$ cat src/rtl/fetch_pc_unit.sv
// fetch_pc_unit
// Fetch-stage program-counter generator feeding the branch history table.
// Each cycle the current fetch PC is presented on if_pc; the next PC is
// chosen from (highest priority first) an execute-stage redirect, a held
// value during a stall, the table's taken prediction, or sequential PC+4.
// The prediction made for each fetched instruction travels with it through
// ID and EX so the table's update logic can compare it with the resolved
// outcome. A redirect squashes both in-flight slots.
//
// Parameters
//   RESET_PC      fetch address after reset
//   CNT_W         width of the saturating redirect counter (>= 2)
// Ports
//   clk_sys       in   system clock, rising-edge active
//   rst_n         in   asynchronous active-low reset
//   stall         in   hazard hold; freezes PC and metadata
//   bht_hit       in   table predicts taken for if_pc
//   bht_npc       in   predicted target for if_pc
//   pcclear       in   mispredict flag for the EX instruction
//   ex_taken      in   resolved outcome of the EX instruction
//   ex_target     in   resolved target of the EX instruction
//   ex_pc         in   PC of the EX instruction
//   if_pc         out  current fetch PC
//   id_pc         out  PC of the instruction in ID
//   id_valid      out  ID slot holds a real instruction
//   ex_pred       out  EX instruction was predicted taken (0 for bubbles)
//   ex_pred_npc   out  predicted target of the EX instruction (0 for bubbles)
//   ex_valid      out  EX slot holds a real instruction
//   redirect_cnt  out  saturating count of redirects

module fetch_pc_unit #(
   parameter logic [31:0] RESET_PC = 32'h0000_0000,
   parameter int unsigned CNT_W    = 16
) (
   input  logic             clk_sys,
   input  logic             rst_n,
   input  logic             stall,
   input  logic             bht_hit,
   input  logic [31:0]      bht_npc,
   input  logic             pcclear,
   input  logic             ex_taken,
   input  logic [31:0]      ex_target,
   input  logic [31:0]      ex_pc,
   output logic [31:0]      if_pc,
   output logic [31:0]      id_pc,
   output logic             id_valid,
   output logic             ex_pred,
   output logic [31:0]      ex_pred_npc,
   output logic             ex_valid,
   output logic [CNT_W-1:0] redirect_cnt
);

   // Fetch PC and its next value
   logic [31:0]      r_if_pc;
   logic [31:0]      w_if_pc_nxt;
   logic [31:0]      w_seq_pc;
   logic [31:0]      w_redirect_pc;

   // ID slot
   logic             r_id_valid;
   logic [31:0]      r_id_pc;
   logic             r_id_pred;
   logic [31:0]      r_id_pred_npc;
   logic             w_id_valid_nxt;
   logic [31:0]      w_id_pc_nxt;
   logic             w_id_pred_nxt;
   logic [31:0]      w_id_pred_npc_nxt;

   // EX slot. The prediction fields are stored already masked by the
   // slot's validity, so a bubble can never present a prediction to the
   // table. The EX PC itself is not kept: the execute stage supplies it.
   logic             r_ex_valid;
   logic             r_ex_pred;
   logic [31:0]      r_ex_pred_npc;
   logic             w_ex_valid_nxt;
   logic             w_ex_pred_nxt;
   logic [31:0]      w_ex_pred_npc_nxt;

   // Redirect counter
   logic [CNT_W-1:0] r_redirect_cnt;
   logic [CNT_W-1:0] w_redirect_cnt_nxt;
   logic             w_cnt_sat;

   // Both adds wrap modulo 2^32 by construction (32-bit result).
   assign w_seq_pc      = r_if_pc + 32'd4;
   assign w_redirect_pc = ex_taken ? ex_target : (ex_pc + 32'd4);
   assign w_cnt_sat     = (r_redirect_cnt == {CNT_W{1'b1}});

   // Next fetch PC: redirect, then stall hold, then prediction, then PC+4
   always_comb begin
      w_if_pc_nxt = r_if_pc;
      if (pcclear) begin
         w_if_pc_nxt = w_redirect_pc;
      end else if (stall) begin
         w_if_pc_nxt = r_if_pc;
      end else if (bht_hit) begin
         w_if_pc_nxt = bht_npc;
      end else begin
         w_if_pc_nxt = w_seq_pc;
      end
   end

   // Next ID/EX metadata: squash on redirect (even when stalled), hold on
   // stall, otherwise advance IF->ID->EX
   always_comb begin
      w_id_valid_nxt    = r_id_valid;
      w_id_pc_nxt       = r_id_pc;
      w_id_pred_nxt     = r_id_pred;
      w_id_pred_npc_nxt = r_id_pred_npc;
      w_ex_valid_nxt    = r_ex_valid;
      w_ex_pred_nxt     = r_ex_pred;
      w_ex_pred_npc_nxt = r_ex_pred_npc;
      if (pcclear) begin
         w_id_valid_nxt    = 1'b0;
         w_ex_valid_nxt    = 1'b0;
         w_ex_pred_nxt     = 1'b0;
         w_ex_pred_npc_nxt = 32'h0000_0000;
      end else if (stall) begin
         w_id_valid_nxt    = r_id_valid;
         w_ex_valid_nxt    = r_ex_valid;
      end else begin
         w_id_valid_nxt    = 1'b1;
         w_id_pc_nxt       = r_if_pc;
         w_id_pred_nxt     = bht_hit;
         w_id_pred_npc_nxt = bht_npc;
         w_ex_valid_nxt    = r_id_valid;
         w_ex_pred_nxt     = r_id_valid & r_id_pred;
         w_ex_pred_npc_nxt = r_id_valid ? r_id_pred_npc : 32'h0000_0000;
      end
   end

   // Next redirect count, sticking at all-ones
   always_comb begin
      w_redirect_cnt_nxt = r_redirect_cnt;
      if (pcclear && !w_cnt_sat) begin
         w_redirect_cnt_nxt = r_redirect_cnt + CNT_W'(1);
      end else begin
         w_redirect_cnt_nxt = r_redirect_cnt;
      end
   end

   // Fetch PC register
   always_ff @(posedge clk_sys or negedge rst_n) begin
      if (!rst_n) begin
         r_if_pc <= RESET_PC;
      end else begin
         r_if_pc <= w_if_pc_nxt;
      end
   end

   // ID slot registers
   always_ff @(posedge clk_sys or negedge rst_n) begin
      if (!rst_n) begin
         r_id_valid    <= 1'b0;
         r_id_pc       <= 32'h0000_0000;
         r_id_pred     <= 1'b0;
         r_id_pred_npc <= 32'h0000_0000;
      end else begin
         r_id_valid    <= w_id_valid_nxt;
         r_id_pc       <= w_id_pc_nxt;
         r_id_pred     <= w_id_pred_nxt;
         r_id_pred_npc <= w_id_pred_npc_nxt;
      end
   end

   // EX slot registers
   always_ff @(posedge clk_sys or negedge rst_n) begin
      if (!rst_n) begin
         r_ex_valid    <= 1'b0;
         r_ex_pred     <= 1'b0;
         r_ex_pred_npc <= 32'h0000_0000;
      end else begin
         r_ex_valid    <= w_ex_valid_nxt;
         r_ex_pred     <= w_ex_pred_nxt;
         r_ex_pred_npc <= w_ex_pred_npc_nxt;
      end
   end

   // Redirect counter register
   always_ff @(posedge clk_sys or negedge rst_n) begin
      if (!rst_n) begin
         r_redirect_cnt <= {CNT_W{1'b0}};
      end else begin
         r_redirect_cnt <= w_redirect_cnt_nxt;
      end
   end

   assign if_pc        = r_if_pc;
   assign id_pc        = r_id_pc;
   assign id_valid     = r_id_valid;
   assign ex_valid     = r_ex_valid;
   assign ex_pred      = r_ex_pred;
   assign ex_pred_npc  = r_ex_pred_npc;
   assign redirect_cnt = r_redirect_cnt;

endmodule

$ cat config.mk
export PLATFORM = sky130hd
export DESIGN_NAME = fetch_pc_unit
export DESIGN_NICKNAME = d
export VERILOG_FILES = /design/src/rtl/fetch_pc_unit.sv
export SDC_FILE = /design/constraint.sdc
export NUM_CORES = 1
export LEC_CHECK = 0
export ABC_AREA = 1
export ABC_CLOCK_PERIOD_IN_PS = 2100
export BUFFER_PORTS_ARGS = -buffer_cell sky130_fd_sc_hd__buf_2
export CORE_ASPECT_RATIO = 0.9
export CORE_MARGIN = 3
export CORE_UTILIZATION = 45
export CTS_CLUSTER_DIAMETER = 50
export CTS_CLUSTER_SIZE = 25
export DETAILED_ROUTE_END_ITERATION = 12
export GPL_ROUTABILITY_DRIVEN = 1
export PLACE_DENSITY = 0.7
export SLEW_MARGIN = 20
export SYNTH_ARGS = -nofsm -noshare
export SYNTH_HDL_FRONTEND = slang
export SYNTH_SLANG_ARGS = --single-unit
$ cat constraint.sdc
create_clock -name clk_sys -period 2.1 [get_ports clk_sys]
set_clock_uncertainty 0.15 [all_clocks]
set_input_delay 0.315 -clock clk_sys [delete_from_list [all_inputs] [get_ports clk_sys]]
set_output_delay 0.315 -clock clk_sys [all_outputs]
set_load 0.005 [all_outputs]
# After elaboration in Yosys (flattened, before gate mapping)
# Cells that the tools add are included.
[word_totals] ff_bits=148 wordCells=33 output_inout_bits=115
[op_classes] n_eq_ne=2 muxes=13 n_reduce_logical=3 n_bitwise=3 add_sub_neg=3
[ops] operator="32-bit 2-to-1 mux" n=7
[ops] operator="32-bit by 3-bit adder with 32-bit output (second input constant)" n=2
[ops] operator="16-bit by 1-bit adder with 16-bit output (second input constant)" n=1
[ops] operator="16-bit == test (second input constant)" n=1
[ops] operator="1-bit 2-to-1 mux" n=6
[ops] operator="2-bit by 1-bit != test with 1-bit output (second input constant)" n=1
[ops] operator="1-bit inverter" n=2
[ops] operator="2-bit AND reduction" n=1
[ops] operator="1-bit bitwise AND" n=1
[ops] operator="1-bit logical AND" n=1
[ops] operator="1-bit zero test" n=1

# Longest topological paths before layout
[logic_depth] word_depth=4 depth_mapped=12 mapped_depth_nobuf=11

# Least setup slack after synthesis
# No wires, ideal clock.
[synth_timing] path_type="register to register" start="register r_if_pc[3], in the netlist if_pc[3]" end="register r_if_pc[24], in the netlist if_pc[24]" stages_incl_launch_ff=11 arrival_time_ps=1432 required_ps=1823 path_buffers=0 setup_slack_ps=391 period_less_slack_ps=1709 setup_ps=127 cell_sequence="dfrtp_1 -> ha_1 -> nand2_1 -> nor2_1 -> nand2_1 -> nor2_1 -> nand2_1 -> nor2_1 -> nand3b_1 -> nand3_1 -> nand3b_1"
[synth_via] elab_chain_cells=4
[synth_rtl] element="start, declared" line_no="54" source="logic [31:0] r_if_pc;"
[synth_rtl] element="start signal, assigned" line_no="147" source="r_if_pc <= w_if_pc_nxt;"
[synth_rtl] element="32-bit by 3-bit adder with 32-bit output" line_no="85" source="assign w_seq_pc = r_if_pc + 32'd4;"
[synth_rtl] element="32-bit 2-to-1 mux" line_no="96" source="end else if (bht_hit) begin"
[synth_rtl] element="32-bit 2-to-1 mux" line_no="94" source="end else if (stall) begin"
[synth_rtl] element="32-bit 2-to-1 mux" line_no="92" source="if (pcclear) begin"
# Every way passes these cells. The select of a mux whose other input is x is not followed.
# A chain may end at the register's enable or synchronous reset.

# Worst setup path in the final report
[layout_timing] start="register r_if_pc[23], in the netlist if_pc[23]" end="register r_if_pc[31], in the netlist if_pc[31]"
# Same word-level chain as after synthesis.

==> reports/results.tsv <==
metric	value	unit
yosysMostFrequentCell	nand2_1	
met2_usage	42.5	%
num_rows	45	
crit_path_start_kind	flip-flop	
syn2layout_area_growth	27.6	%
place_ws	134	ps
max_cap_viol_count	0	
setup_slack	159	ps
cp_max_fo	7	
worstPathArrival	2100	ps
cp_common_cell	nand2_1	
clockBufferDepth	2	
yosysTopAreaCell	dfrtp_1	
cp-end-kind	flip-flop	
start_util	46.6	%
fin_crit_sh	92.4	%
htree_num_levels	4	
synth_area_per_cell	7.30	µm²
grt_use_met1	42.0	%
r2r_setup_slack	160	ps
grt_first_pass_wirelength	43500	µm
synth_cells	1097	
clkSinkCount	148	
fp.coreArea	17200	µm²
ys_warn_count	0	
drc	0	
async_flop_share	100	%
synthTopCellsByArea	dfrtp_1 (46%), nand2_1 (16%), o21ai_0 (8.1%)	
io_pins	217	
num-fill-cells	1611	
syn-num-nets	1202	
cp.required	2260	ps
clk_latency	430	ps
fmax	515	MHz
antenna_found_initial	0	
crit_type	flip-flop to flip-flop	
grtUsageTotal	28.6	%
tightest_slew	649	ps
final_cell_count_no_fill	1579	
dp_cells	1537	
grtUsageMet3	7.05	%
total_power	8210	µW
first_global_vias	7845	
final-setup-viol-count	0	
wl_per_cell	17.7	µm
cts_buffers	17	
setup_tns	0	ps
fin_crit	1940	ps
grt_most_used_layer	met2	
synth.top_cells.by_count	nand2_1 (343), dfrtp_1 (148), nor2_1 (132)	
die_h	133	µm
syn_area	8010	µm²
drt_wl_total	27900	µm
relSlewSlack	56.7	%
crit_slowest_cell	dfrtp_1	
drive_gt1_share	22.3	%
synth-edff-count	0	
gp_congestion	1.01	
cts_tree	done	
crit_buf_inv	0	
cpPeakStageDelay	540	ps
firstDrtPassIters	5	
outcome	finished, final reports clean	
finalMaxSlewViolations	0	
hold-worst-slack	10.2	ps
hpwl	21700	µm
irDropWorstVdd	0.656	mV
die_x	147	µm
worstPathCellList	nand2_1 -> nor2_1 -> nand2_1 -> nor2_1 -> nand2_1 -> nand2_1 -> nand3_1 -> nand2_1 -> nand2_1 -> nand2_1 -> nand2_1	
port_buffers	216	
grt_max_degree	67	
num_vias	8276	
synthFlopType	dfrtp_1	
cts-root-buf	clkbuf_16	
diodes	0	
cts_setup_buffers	0	
ys_types	31	
min_path_type	input port to flip-flop	
ant_nets	0	
final_nets	1436	
fp.dieArea	19400	µm²
synth_top_area_share	46.2	%
yosysSeqAreaShare	46.2	%
rsz0062_at_grt	false	
leakagePower	0.00521	µW
gr-total-overflow	0	
synth-seq-cells	148	
hold_violations	0	
p_per_area	803	nW/µm²
cp_top_family	simple AND/OR/NAND/NOR gates	
clk_pin_slew	60	ps
vias_per_cell	5.24	
drt_iter0_drc	698	
## kinds of logic after synthesis
logic type	count (synthesis)	synth area share, %
xor+xnor	34	3.72
flops	148	46.2
simple gates	613	32.2
fa+ha+maj	3	0.469
buf+inv	141	6.92
compound gates	158	10.5
## final cells by class
cell class / instances / area (µm²) / area share (%)
sequential: 148 / 3700 / 36.3
tap: 235 / 294 / 2.88
multi-input combinational: 808 / 3770 / 36.9
clock buffer: 20 / 457 / 4.47
clock inverter: 12 / 153 / 1.49
inverter: 102 / 383 / 3.75
timing repair buffer: 254 / 1460 / 14.3
## through the flow
stage	instance area [µm²]	utilization (%)
after floorplan	8010	-
after detailed placement	9500	55.3
final	10200	59.5
after global placement	9500	55.3
after global routing	10200	59.5
after CTS	10200	59.4
## final timing paths
check	from	endpoint	cells after the start
worst max-delay path	if_pc[23]	if_pc[31]	11
worst min-delay path	bht_npc[5]	r_id_pred_npc[5]	3
worst max register to register	if_pc[23]	if_pc[31]	11
worst min register to register	id_pc[10]	id_pc[10]	2
max in group asynchronous	rst_n	if_pc[26]	3
min in group asynchronous	rst_n	redirect_cnt[13]	2
## repair_timing
item / CTS / global route
resized for setup: 0 / 7
endpoints found under the setup margin: 0 / 6
endpoints found under the hold margin: 54 / 0
hold buffers: 10 / 0
## sequential cells by signal (all words and copies together) (netlist names)
name	flops
ex_pred	1
ex_pred_npc	32
ex_valid	1
id_pc	32
id_valid	1
if_pc	32
r_id_pred	1
r_id_pred_npc	32
redirect_cnt	16
## report_power, final
group	internal, µW	total [µW]	switching (µW)
registers	3200	3500	305
clock network	1930	3160	1220
logic	610	1550	935
total	5740	8210	2460
## worst register-to-register path, delay by kind of cell, from the launching register on
| family | cells | cell delay [ps] |
|---|---|---|
| AND/OR/NAND/NOR | 11 | 1140 |
| flip-flops | 1 | 540 |
## routing by layer
metal  vias up  wire (µm)
met5         -          0
met4         0        473
met3        30       2610
met2       403      12100
li1       3994          -
met1      3849      12700
## cells in the final DEF (no fill, tap or decap), types with 2 or more instances in the layout
master	instances
o221ai_1	3
nor2_4	8
buf_4	23
a31oi_1	6
buf_12	5
clkbuf_16	17
nor2_2	4
nand2_2	7
nand3b_1	8
xor2_1	21
inv_2	2
clkinv_4	3
nand2_1	341
o22ai_1	6
buf_2	215
o21ai_1	2
dlygate4sd3_1	10
xnor2_1	13
and2_1	2
o211ai_1	6
a21oi_1	4
nand4_1	12
ha_1	2
nor2_1	130
clkinv_2	4
nand3_1	81
dfrtp_1	147
nor3_1	17
o21ai_0	129
o2111ai_1	2
clkbuf_8	2
bufinv_16	3
inv_1	99
No activity file was read; power rests on OpenSTA's default activity.
